<file path="config.mk">
export PLATFORM = sky130hd
export DESIGN_NAME = write_channel
export DESIGN_NICKNAME = d
export VERILOG_FILES = /design/src/rtl/write_channel.sv
export SDC_FILE = /design/constraint.sdc
export NUM_CORES = 1
export LEC_CHECK = 0
export ABC_AREA = 1
export CORE_MARGIN = 2
export CORE_UTILIZATION = 30
export CTS_CLUSTER_SIZE = 20
export DETAILED_ROUTE_END_ITERATION = 10
export GPL_ROUTABILITY_DRIVEN = 0
export PLACE_DENSITY_LB_ADDON = 0.3
export SLEW_MARGIN = 20
export SYNTH_ARGS = -nofsm -noshare
export SYNTH_HDL_FRONTEND = slang
export SYNTH_SLANG_ARGS = --single-unit
</file>
<file path="constraint.sdc">
create_clock -name m_axi_aclk -period 1.8 [get_ports m_axi_aclk]
set_clock_uncertainty 0.1 [all_clocks]
set_input_delay 0.36 -clock m_axi_aclk [delete_from_list [all_inputs] [get_ports m_axi_aclk]]
set_output_delay 0.36 -clock m_axi_aclk [all_outputs]
set_load 0.02 [all_outputs]
</file>
<file path="src/rtl/write_channel.sv">
// write_channel: AXI4 S2MM write channel. Takes one single-burst command,
// issues one INCR burst on AW, passes stream beats through to W, collects
// the B response and reports busy / sticky error status.
module write_channel #(
   parameter int DMA_DATA_WIDTH_DST = 64,
   parameter int DMA_AXI_ADDR_WIDTH = 32
) (
   input  logic                            m_axi_aclk,
   input  logic                            m_axi_areset,
   output logic [DMA_AXI_ADDR_WIDTH-1:0]   m_s2mm_axi_awaddr,
   output logic [1:0]                      m_s2mm_axi_awburst,
   output logic [3:0]                      m_s2mm_axi_awcache,
   output logic [7:0]                      m_s2mm_axi_awlen,
   output logic [2:0]                      m_s2mm_axi_awprot,
   output logic [2:0]                      m_s2mm_axi_awsize,
   output logic                            m_s2mm_axi_awvalid,
   input  logic                            m_s2mm_axi_awready,
   output logic [DMA_DATA_WIDTH_DST-1:0]   m_s2mm_axi_wdata,
   output logic [DMA_DATA_WIDTH_DST/8-1:0] m_s2mm_axi_wstrb,
   output logic                            m_s2mm_axi_wlast,
   output logic                            m_s2mm_axi_wvalid,
   input  logic                            m_s2mm_axi_wready,
   input  logic [1:0]                      m_s2mm_axi_bresp,
   input  logic                            m_s2mm_axi_bvalid,
   output logic                            m_s2mm_axi_bready,
   input  logic [DMA_DATA_WIDTH_DST-1:0]   s_s2mm_axis_tdata,
   input  logic                            s_s2mm_axis_tvalid,
   input  logic                            s_s2mm_axis_tlast,
   output logic                            s_s2mm_axis_tready,
   input  logic                            write_start_i,
   input  logic [DMA_AXI_ADDR_WIDTH-1:0]   write_addr_i,
   input  logic [7:0]                      write_len_i,
   input  logic [2:0]                      write_size_i,
   output logic                            write_busy_o,
   output logic                            write_error_o,
   output logic                            write_tlast_err_o
);

   typedef enum logic [1:0] {IDLE, XFER, RESP} state_t;

   state_t     state, state_nxt;
   logic       start_q;
   logic       start;
   logic       xfer;
   logic       aw_hs, w_hs, b_hs;
   logic       aw_done, w_done;
   logic [7:0] beat_cnt;

   // Rising-edge detect on the command strobe; only honoured in IDLE.
   assign start = write_start_i & ~start_q & (state == IDLE);
   assign xfer  = (state == XFER);

   // Fixed AW attributes and full write strobes.
   assign m_s2mm_axi_awburst = 2'b01;
   assign m_s2mm_axi_awcache = 4'b0011;
   assign m_s2mm_axi_awprot  = 3'b000;
   assign m_s2mm_axi_wstrb   = '1;

   // W is a straight pass-through of the stream, closed once the last beat is taken.
   assign m_s2mm_axi_wdata   = s_s2mm_axis_tdata;
   assign m_s2mm_axi_wvalid  = s_s2mm_axis_tvalid & ~w_done & xfer;
   assign s_s2mm_axis_tready = m_s2mm_axi_wready & ~w_done & xfer;
   assign m_s2mm_axi_wlast   = (beat_cnt == 8'd0);

   assign m_s2mm_axi_bready  = (state == RESP);
   assign write_busy_o       = (state != IDLE);

   assign aw_hs = m_s2mm_axi_awvalid & m_s2mm_axi_awready;
   assign w_hs  = m_s2mm_axi_wvalid & m_s2mm_axi_wready;
   assign b_hs  = m_s2mm_axi_bvalid & m_s2mm_axi_bready;

   // State register.
   always_ff @(posedge m_axi_aclk or posedge m_axi_areset) begin
      if (m_axi_areset) state <= IDLE;
      else              state <= state_nxt;
   end

   // Next-state logic; AW and W completions may land on the same edge.
   always_comb begin
      state_nxt = state;
      unique case (state)
         IDLE:    if (start) state_nxt = XFER;
         XFER:    if ((aw_done | aw_hs) & (w_done | (w_hs & m_s2mm_axi_wlast)))
                     state_nxt = RESP;
         RESP:    if (b_hs) state_nxt = IDLE;
         default: state_nxt = IDLE;
      endcase
   end

   // Registered copy of the command strobe for edge detection.
   always_ff @(posedge m_axi_aclk or posedge m_axi_areset) begin
      if (m_axi_areset) start_q <= 1'b0;
      else              start_q <= write_start_i;
   end

   // Command latch, AW/W progress tracking, beat counter and sticky errors.
   always_ff @(posedge m_axi_aclk or posedge m_axi_areset) begin
      if (m_axi_areset) begin
         m_s2mm_axi_awaddr  <= '0;
         m_s2mm_axi_awlen   <= '0;
         m_s2mm_axi_awsize  <= '0;
         m_s2mm_axi_awvalid <= 1'b0;
         aw_done            <= 1'b0;
         w_done             <= 1'b0;
         beat_cnt           <= '0;
         write_error_o      <= 1'b0;
         write_tlast_err_o  <= 1'b0;
      end else if (start) begin
         m_s2mm_axi_awaddr  <= write_addr_i;
         m_s2mm_axi_awlen   <= write_len_i;
         m_s2mm_axi_awsize  <= write_size_i;
         m_s2mm_axi_awvalid <= 1'b1;
         aw_done            <= 1'b0;
         w_done             <= 1'b0;
         beat_cnt           <= write_len_i;
         write_error_o      <= 1'b0;
         write_tlast_err_o  <= 1'b0;
      end else begin
         if (aw_hs) begin
            m_s2mm_axi_awvalid <= 1'b0;
            aw_done            <= 1'b1;
         end
         if (w_hs) begin
            beat_cnt <= beat_cnt - 8'd1;
            if (m_s2mm_axi_wlast) w_done <= 1'b1;
            if (s_s2mm_axis_tlast != m_s2mm_axi_wlast) write_tlast_err_o <= 1'b1;
         end
         if (b_hs && (m_s2mm_axi_bresp != 2'b00)) write_error_o <= 1'b1;
      end
   end

endmodule

</file>
# Yosys cells after proc, flatten, opt, wreduce, memory -nomap -nowiden
# Cells that the tools add are included.
# totals
regBits	59
out_inout_bits	132
inputBits	117
elab_cells	64
# op_classes
n_eq_ne	6
addsub	1
reduce_logical	13
mux	18
n_bitwise	15
# ops
operator	n
2-to-1 mux 8 bit	2
nonzero test 2 bit	7
2-to-1 mux 1 bit	12
bitwise AND 1 bit	11
zero test 8 bit	1
subtractor 8 x 1 -> 8 bit (second input constant)	1
2-to-1 mux 2 bit	3
case mux 2 bit (3 select lines)	1
inequality test 2 x 1 -> 1 bit (second input constant)	2
AND reduction 2 bit	2
AND reduction 3 bit	1
equality test 2 x 1 -> 1 bit (second input constant)	1
equality test 2 bit (second input constant)	1
zero test 2 bit	1
inequality test 2 bit (second input constant)	1
inverter 1 bit	2
OR 1 bit	2
logical AND 1 bit	1
inequality test 1 bit	1

# Depth between registers and ports, before layout
# Gate-level depths: netlist of the first run.
# depth
ltp_word	9
mapped_depth	9
depth_no_buf	9

# Worst setup path after synthesis of the first run
# OpenSTA, ideal clock, no wires.
# synth_path
path_kind	reg-to-output
start	reg state[1]
end	out s_s2mm_axis_tready
setup_slack_ns	0.206
arrival_time_ns	1.134
t_required_ns	1.340
n_path_buf	0
path_stages_with_launch	2
cell_sequence	dfrtp_1 -> nor4_1
# synth_via
elab_chain_cells	2
# synth_rtl
element	line	rtl
start, declared	41	state_t state, state_nxt;
start signal, assigned	75	else state <= state_nxt;
equality test 2 x 1 -> 1 bit	51	assign xfer = (state == XFER);
bitwise AND 1 bit	62	assign s_s2mm_axis_tready = m_s2mm_axi_wready & ~w_done & xfer;
end, declared	29	output logic s_s2mm_axis_tready,
# No other way between the ends.

# Worst setup path in the final report of the first run
# layout_path
start	reg beat_cnt[0]
end	out m_s2mm_axi_wlast
# layout_via
elab_chain_cells	1
# layout_rtl
element	line	rtl
start, declared	47	logic [7:0] beat_cnt;
start signal, assigned	115	beat_cnt <= write_len_i;
start signal, assigned	124	beat_cnt <= beat_cnt - 8'd1;
zero test 8 bit	63	assign m_s2mm_axi_wlast = (beat_cnt == 8'd0);
end, declared	20	output logic m_s2mm_axi_wlast,
# No other way between the ends.

==> summary.txt, run 1 <==
Clock network
  • Num CTS Buffers: 9
  • Max Buffers Root-to-Sink: 2
  • Clock sink total: 59
  • CTS tree: yes
  • Root Buffer: clkbuf_8
  • H-Tree Depth: 3
  • Clk pin slew, worst setup/hold paths: 70 ps
  • Clock Latency Late Sink: approximately 330 ps
  • CTS Hold Bufs: 0

Yosys
  • Count of different cell masters after synthesis: 25
  • Yosys warns: 0
  • Post-Syn Area per Cell: 8.11 um^2
  • Share of the synthesized area in the top cell type: 0.466
  • Synth cell count leaders: nand2_1, buf_4, dfrtp_1, inv_1, nor2_1
  • Top cells by area, synth: dfrtp_1, buf_4, nand2_1
  • Count leader, synth: nand2_1
  • Netlist Area Pre-Place: 3170 um^2
  • FF+latch count, synth: just under 60
  • Post-synth ARST share: 1.00
  • Largest area contributor in the netlist: dfrtp_1
  • Gate Count Post-Synth: 391
  • Post-synthesis sequential area ratio: 0.466
  • Synth Flop Type: dfrtp_1
  • Number of flops mapped to enable cells by yosys: 0

Critical path
  • Worst r2r path cells: 8
  • Start of the worst register-to-register path: beat_cnt[0]
  • Setup crit end kind: output port
  • Worst EP required: 1340 ps
  • Critical Path Fanout Max: 2
  • Worst setup SP type: register
  • Critical path class: register to output port
  • R2r setup slk: 140 ps
  • Crit path DAT: 1300 ps
  • Crit path launch: beat_cnt[0]
  • Reg-to-reg endpoint: beat_cnt[5]

Die
  • IO Pins: 249
  • Core ar.: 10300 um^2
  • Die Footprint: approximately 11000 um^2
  • Initial core utilization: 0.308
  • Cell row count: 37
  • Die extent in y: about 110 um
  • Die width: 107 um

Global routing
  • Initial antenna violation count: 0
  • Global-route wire length before repair: 11700 um
  • Vias in the first global route: 2606
  • Global route overflow: 0
  • Largest net degree at the start of global routing: 60
  • Global Route Usage Sum: 0.130

Timing
  • Slew Limit Fails: 0
  • Post-layout min period: about 1800 ps
  • Hold Violations, Final: 0
  • Final period util: 0.976
  • PnR worst setup slack: roughly 43 ps
  • Minimum hold slack: between 300 and 400 ps
  • Max Fclk: 569 MHz
  • RSZ-0062 raised after global routing: yes
  • Final setup vio count: 0
  • Setup TNS Final: 0 ps

Power and ir drop
  • NetSw: 2.75 mW
  • Leakage Power: ~2.5 nW
  • Clock share of power: 0.157
  • Comb pwr share: 0.511
  • Sequential Power Share: 0.332
  • Pint: between 4 and 5 mW
  • Worst VDD drop: 649 uV
  • Power density over cell area: 1610 nW/um^2
  • Switching part of the total: 0.397
  • Total power: 6.93 mW

Routing
  • Initial DRC Count: 102
  • Drc violations: 0
  • Vias: between 2000 and 3000
  • Via-to-Cell Ratio: 4.19
  • Drt pass-1 iters: 4
  • Routed Antenna Nets: 0
  • Drt wl/cell: 12.2 um
  • Final WL: around 7300 um

Layout
  • Number of nets in the layout: 582
  • Fraction of layout cells with a size suffix above 1: 0.147
  • Filler cells: 1046
  • Register area: ~1500 um^2
  • ANT cells: 0
  • Non-Filler Cell Area, Final: 4300 um^2
  • P&R area growth vs syn: 35.8%
  • Multi-input logic area: 1010 um^2

Placed design
  • Post-DP Area: between 4000 and 5000 um^2
  • Dpl hpwl: about 5300 um
  • DP Worst Slack: -380 ps
  • IO buf count: 103

Outcome
  • Status: complete, no violations

Job
  • Max Cap Viol: 0

Worst hold path
  • Worst Hold Class: input port to async pin
## logic make-up (layout without fill, tap and decap cells)
logic type      after synthesis  count (layout)  synth area share
buf+inv                     117             179             0.243
other cells                   2              17           0.00237
flops                        59              59             0.466
fa+ha+maj                     2               2           0.00789
simple gates                191             191             0.245
xor+xnor                      1               1           0.00276
compound gates               19              19            0.0328
## critical path, cell delays in order (launching register included)
cell	delay, ps
dfrtp_1	400
inv_2	90
ha_4	140
nand3_4	80
nor2_4	130
buf_6	130
## through the flow
| step | util | std cells |
|---|---|---|
| after floorplan | - | 406 |
| after global placement | 0.392 | 587 |
| after detailed placement | 0.392 | 587 |
| after CTS | 0.408 | 603 |
| after global routing | 0.419 | 604 |
| final | 0.419 | 604 |
## flip-flops by register name, indices dropped and copies added, names as in the netlist
| register | count |
|---|---|
| m_s2mm_axi_awlen | 8 |
| w_done | 1 |
| start_q | 1 |
| aw_done | 1 |
| m_s2mm_axi_awaddr | 32 |
| beat_cnt | 8 |
| write_tlast_err_o | 1 |
| write_error_o | 1 |
| m_s2mm_axi_awsize | 3 |
| m_s2mm_axi_awvalid | 1 |
| state | 2 |
## worst max path at each step
stage / end / slack [ps] / cells after the start
5_1_grt: m_s2mm_axi_wlast / -40 / 5
3_3_place_gp: s_s2mm_axis_tready / -360 / 4
2_1_floorplan: s_s2mm_axis_tready / 210 / 1
6_report: m_s2mm_axi_wlast / 40 / 5
3_5_place_dp: s_s2mm_axis_tready / -380 / 4
4_1_cts: m_s2mm_axi_wlast / -30 / 5
## cells in the final DEF (no fill, tap or decap), drive strengths merged
cell type / Yosys / final
nand4: 2 / 2
nor2: 19 / 19
dlymetal6s2s: 0 / 33
o211ai: 2 / 2
buf: 91 / 37
clkdlybuf4s50: 0 / 62
xnor2: 1 / 1
clkinvlp: 0 / 1
a21oi: 6 / 6
o21ai: 9 / 9
ha: 2 / 2
inv: 26 / 25
o21bai: 1 / 1
clkbuf: 0 / 16
nand2: 158 / 158
nand3: 10 / 10
clkinv: 0 / 2
nor4: 1 / 1
dlygate4sd2: 0 / 3
a31oi: 1 / 1
conb: 2 / 17
dfrtp: 59 / 59
nor3: 1 / 1
## power by group through the flow
stage | logic, mW | clock network (mW) | registers (mW)
floorplan | 1.37 | 0 | 2.95
global placement | 3.57 | 0 | 2.31
detailed placement | 3.62 | 0 | 2.31
CTS | 3.59 | 1.13 | 2.31
global route | 3.88 | 1.20 | 2.39
finish | 3.54 | 1.09 | 2.30
## timing repair
item,in CTS,in global routing
setup endpoints to repair,8,36
setup buffers,0,1
pin swaps,1,2
gates resized for setup,21,44
## layout make-up
cell class                 count  share of cell area
inverter                      26              0.0235
sequential                    59               0.343
multi-input combinational    230               0.235
tap                          136              0.0395
clock buffer                  14              0.0378
clock inverter                 2             0.00233
timing repair buffer         137               0.319
## routing by layer
metal,GRT usage,vias to the layer above,part of all wire
met1,0.153,1164,0.43
met3,0.0553,29,0.096
met4,0.0724,0,0.026
li1,-,1235,-
met5,0,-,0
met2,0.197,100,0.45
Power figures use the tool's default switching activity.
==> run 2: changes to the inputs <==
Settings changed: CAP_MARGIN from default to 15, PLACE_DENSITY_LB_ADDON 0.3 to 0.25.
==> run 2 against run 1 <==
  * Sequential power about the same
  * Hold slack worse by 150 ps
  * Highest routed layer unchanged
  * Clock power rose by 18%
  * Sequential share of layout area down 0.45 points
  * First-iteration DRC count increased by 6.9%
==> summary.txt, run 2 (synthesized netlist as in run 1, its figures left out) <==
Outcome
  • Status: complete, no violations

Die
  • Initial core utilization: 0.308
  • Die width: 107 um
  • Die Footprint: 11400 um^2
  • Core ar.: 10300 um^2
  • IO Pins: 249
  • Die extent in y: 107 um
  • Cell row count: 37

Power and ir drop
  • Sequential Power Share: 0.322
  • Clock share of power: 0.181
  • Comb pwr share: 0.497
  • Switching part of the total: 0.383
  • NetSw: approximately 2.7 mW
  • Power density over cell area: 1640 nW/um^2
  • Pint: 4.42 mW
  • Worst VDD drop: 675 uV
  • Leakage Power: around 2.4 nW
  • Total power: just over 7 mW

Global routing
  • Largest net degree at the start of global routing: 31
  • Global route overflow: 0
  • Initial antenna violation count: 0
  • Vias in the first global route: roughly 2600
  • Global Route Usage Sum: 0.130
  • Global-route wire length before repair: 11800 um

Timing
  • Final period util: 0.980
  • Slew Limit Fails: 0
  • Setup TNS Final: 0 ps
  • Post-layout min period: 1760 ps
  • Max Fclk: 567 MHz
  • Hold Violations, Final: 0
  • RSZ-0062 raised after global routing: yes
  • Final setup vio count: 0

Critical path
  • Worst r2r path cells: 7
  • Start of the worst register-to-register path: beat_cnt[0]
  • Crit path max-delay family: buffers and inverters
  • Setup crit end kind: output port
  • Crit path DAT: 1300 ps
  • Worst-path cell chain: clkdlybuf4s50_1
  • Crit path largest cell delay: 610 ps
  • Critical Path Fanout Max: 2
  • Reg-to-reg endpoint: beat_cnt[5]
  • CP bufs+invs: 1
  • Worst EP required: 1340 ps
  • Worst setup SP type: register
  • Critical path class: register to output port
  • R2r setup slk: approximately 240 ps
  • CP max stage cell: clkdlybuf4s50_1

Clock network
  • Root Buffer: clkbuf_8
  • Max Buffers Root-to-Sink: 2
  • Postcts setup bufs: 0
  • Clk pin slew, worst setup/hold paths: 70 ps
  • Clock sink total: 59
  • CTS tree: yes
  • Num CTS Buffers: 9
  • Clock Latency Late Sink: 330 ps
  • H-Tree Depth: 3

Layout
  • Biggest regs: m_s2mm_axi_awaddr x32, beat_cnt x8, m_s2mm_axi_awlen x8
  • Final core occ: 0.424
  • Most common cell after layout, fill and taps aside: nand2_1
  • Non-Filler Cell Area, Final: 4360 um^2
  • Filler cells: 1035
  • P&R area growth vs syn: 37.6%
  • Fraction of layout cells with a size suffix above 1: 0.149
  • Commonest cells after routing, fill and taps aside: nand2_1, clkdlybuf4s50_1, dfrtp_1, buf_4, inv_1
  • Multi-input logic area: approximately 1000 um^2
  • Max reg flops: 32
  • Post-route non-filler standard cell count: 605
  • Largest Register: m_s2mm_axi_awaddr
  • ANT cells: 0
  • Register area: 1480 um^2
  • Number of nets in the layout: 583

Placed design
  • IO buf count: approximately 100
  • Post-DP Area: 4110 um^2
  • Dpl hpwl: 5470 um
  • DP Cell Count: 589

Routing
  • Final WL: 7250 um
  • Drt pass-1 iters: 4
  • Drt wl/cell: roughly 12 um
  • Drc violations: 0
  • Vias: 2505
  • Via-to-Cell Ratio: roughly 4.1
  • Routed Antenna Nets: 0
  • Initial DRC Count: 109

Job
  • Max Cap Viol: 0

Worst hold path
  • Worst Hold Class: input port to async pin
-- run 2: routing by layer --
metal  track usage  vias to the layer above  part of all wire
li1              -                     1233                 -
met1         0.156                     1142              0.42
met2         0.206                       96              0.46
met3        0.0419                       34             0.086
met4        0.0705                        0             0.030
met5             0                        -                 0
-- run 2: worst max-delay path by stage --
stage	cells after the start	start	endpoint
floorplan	1	state[1]	s_s2mm_axis_tready
global route	5	beat_cnt[0]	m_s2mm_axi_wlast
CTS	5	beat_cnt[1]	m_s2mm_axi_wlast
global placement	4	m_s2mm_axi_wready	s_s2mm_axis_tready
finish	1	m_s2mm_axi_awaddr[10]	m_s2mm_axi_awaddr[10]
detailed placement	4	m_s2mm_axi_wready	s_s2mm_axis_tready
-- run 2: what timing repair did --
action / 4_1_cts / 5_1_grt
endpoints found under the setup margin: 8 / 23
gates resized for setup: 21 / 26
pin swaps: 1 / 0
hold buffers: 0 / 0
-- run 2: power groups by stage --
stage	Sequential (mW)	Clock [mW]	Combinational, mW
after floorplan	2.95	0	1.37
after global placement	2.32	0	3.63
after detailed placement	2.32	0	3.67
after CTS	2.33	1.34	3.64
after global routing	2.38	1.39	3.91
final	2.31	1.29	3.56
-- run 2: layout make-up --
cell class	instances	area share
tap	136	0.0390
clock inverter	5	0.0178
inverter	26	0.0232
clock buffer	11	0.0301
sequential	59	0.338
timing repair buffer	138	0.322
multi-input combinational	230	0.229
-- run 2: metrics by stage --
stage	hold slack, ps	setup slack (ps)
2_1_floorplan	291	206
3_3_place_gp	363	-353
3_5_place_dp	366	-368
4_1_cts	201	4.53
5_1_grt	222	-51.4
6_report	207	36.4
==> run 3: changes to the inputs <==
Settings changed: SETUP_SLACK_MARGIN from default to 0.2.
==> run 3 against run 2 <==
  * Global-route usage is 0.25 points higher
  * Via count rose by 5.7%
  * Wire length rose by 15%
  * Largest cell class is now buffers
  * Largest power group unchanged
==> summary.txt, run 3 (synthesized netlist as in run 1, its figures left out) <==
Routing
  • Vias: 2647
  • Initial DRC Count: 85
  • Drt pass-1 iters: 5
  • Via-to-Cell Ratio: 4.28
  • Final WL: around 8400 um
  • Drt wl/cell: 13.5 um
  • Routed Antenna Nets: 0
  • Drc violations: 0

Placed design
  • IO buf count: 103
  • Dpl hpwl: approximately 5500 um
  • Post-DP Area: 4110 um^2

Timing
  • Max Fclk: 570 MHz
  • Slew Limit Fails: 0
  • Final setup vio count: 0
  • Post-layout min period: ~1800 ps
  • Setup TNS Final: 0 ps
  • RSZ-0062 raised after global routing: yes
  • Hold Violations, Final: 0
  • Final period util: 0.975

Die
  • Die extent in y: 107 um
  • Cell row count: 37
  • Die Footprint: 11400 um^2
  • Core ar.: about 10000 um^2
  • IO Pins: 249
  • Die width: ~110 um
  • Initial core utilization: 0.308

Layout
  • Number of nets in the layout: 596
  • Final core occ: 0.481
  • Filler cells: 1011
  • P&R area growth vs syn: 56.0%
  • Most common cell after layout, fill and taps aside: nand2_1
  • Fraction of layout cells with a size suffix above 1: 0.357
  • Max reg flops: 32
  • Biggest regs: m_s2mm_axi_awaddr x32, beat_cnt x8, m_s2mm_axi_awlen x8
  • Non-Filler Cell Area, Final: 4950 um^2
  • Commonest cells after routing, fill and taps aside: nand2_1, dfrtp_1, clkdlybuf4s50_1, dlygate4sd2_1, nand2_2
  • Largest Register: m_s2mm_axi_awaddr
  • ANT cells: 0

Clock network
  • Clock sink total: 59
  • CTS Hold Bufs: 0
  • Clock Latency Late Sink: about 330 ps
  • Num CTS Buffers: 9
  • CTS tree: yes
  • Max Buffers Root-to-Sink: 2
  • Root Buffer: clkbuf_8
  • H-Tree Depth: 3
  • Clk pin slew, worst setup/hold paths: 70 ps

Critical path
  • Worst-path cell chain: inv_2 > ha_4 > nand3_4 > nor2_4 > buf_6
  • Worst setup SP type: register
  • Critical path class: register to output port
  • CP max stage cell: dfrtp_1
  • Setup crit end kind: output port
  • Worst EP required: 1340 ps
  • Crit path DAT: roughly 1300 ps
  • Crit path largest cell delay: a little under 400 ps
  • Critical Path Fanout Max: 2

Global routing
  • Initial antenna violation count: 0
  • Global Route Usage Sum: 0.132
  • Global-route wire length before repair: 12000 um
  • Vias in the first global route: around 2600
  • Global route overflow: 0
  • Largest net degree at the start of global routing: 31

Power and ir drop
  • Clock share of power: 0.170
  • Switching part of the total: 0.409
  • Worst VDD drop: between 600 and 700 uV
  • Comb pwr share: 0.523
  • NetSw: 3.11 mW
  • Pint: approximately 4.5 mW
  • Leakage Power: 2.59 nW
  • Power density over cell area: roughly 1500 nW/um^2
  • Sequential Power Share: 0.307

Outcome
  • Status: complete, no violations

Job
  • Max Cap Viol: 0

Worst hold path
  • Worst Hold Class: input port to async pin
## run 3: changes by cell type in the layout (fill, tap and decap cells not counted), moves of 11 or more
| cell | previous run | this run |
|---|---|---|
| clkdlybuf4s50_1 | 77 | 50 |
| dlymetal6s2s_1 | 18 | 0 |
| nand2_1 | 157 | 90 |
| dlygate4sd2_1 | 3 | 48 |
| nand2_2 | 1 | 42 |
| nand2_4 | 0 | 25 |
| buf_6 | 1 | 12 |
## run 3: per-stage QoR
| stage | instances | hold WS, ps | setup slack (ps) | power, mW |
|---|---|---|---|---|
| 6_report | 618 | 207 | 45.3 | 7.60 |
| 5_1_grt | 618 | 220 | -17.5 | 8.13 |
| 4_1_cts | 608 | 201 | 18.4 | 7.01 |
| 3_5_place_dp | 589 | 366 | -368 | 5.99 |
| 3_3_place_gp | 589 | 363 | -353 | 5.94 |
| 2_1_floorplan | 406 | 291 | 206 | 4.32 |
## run 3: layer usage
metal / wire [um] / global-route usage
met5: 0 / 0
met1: 3300 / 0.157
met4: 221 / 0.0705
met3: 607 / 0.0419
met2: 4220 / 0.214
## run 3: final timing paths
path / from / end / slack, ps / cells after the start
max: beat_cnt[0] / m_s2mm_axi_wlast / 50 / 5
min: m_axi_areset / m_s2mm_axi_awaddr[21] / 210 / 2
max reg2reg: state[0] / m_s2mm_axi_awaddr[31] / 90 / 9
min reg2reg: m_s2mm_axi_awaddr[16] / m_s2mm_axi_awaddr[16] / 380 / 2
max in group asynchronous: m_axi_areset / state[1] / 970 / 3
min in group m_axi_aclk: m_s2mm_axi_awaddr[16] / m_s2mm_axi_awaddr[16] / 380 / 2
## run 3: area by class of cell
| cell class | count | area [um^2] | share of cell area |
|---|---|---|---|
| clock buffer | 11 | 131 | 0.0266 |
| clock inverter | 5 | 77.6 | 0.0157 |
| inverter | 26 | 106 | 0.0215 |
| multi-input combinational | 230 | 1420 | 0.287 |
| sequential | 59 | 1480 | 0.299 |
| tap | 136 | 170 | 0.0344 |
| timing repair buffer | 151 | 1570 | 0.317 |
## run 3: timing repair
action	in CTS	in global routing
gates cloned	0	5
pin swaps	4	45
endpoints found under the setup margin	51	35
gates resized for setup	81	141
buffers inserted	3	5
## run 3: power groups by stage
stage          sequential [mW]  clock, mW  combinational (mW)
6_report                  2.33       1.29                3.98
5_1_grt                   2.42       1.39                4.32
4_1_cts                   2.31       1.34                3.36
3_5_place_dp              2.32          0                3.67
3_3_place_gp              2.32          0                3.63
2_1_floorplan             2.95          0                1.37
## run 3: worst max-delay path: cells and delay by family (launching register included)
kind,cells,cell delay [ps]
DFF,1,390
buffers and inverters,2,220
and+or+nand+nor,2,220
adders and majority gates,1,140
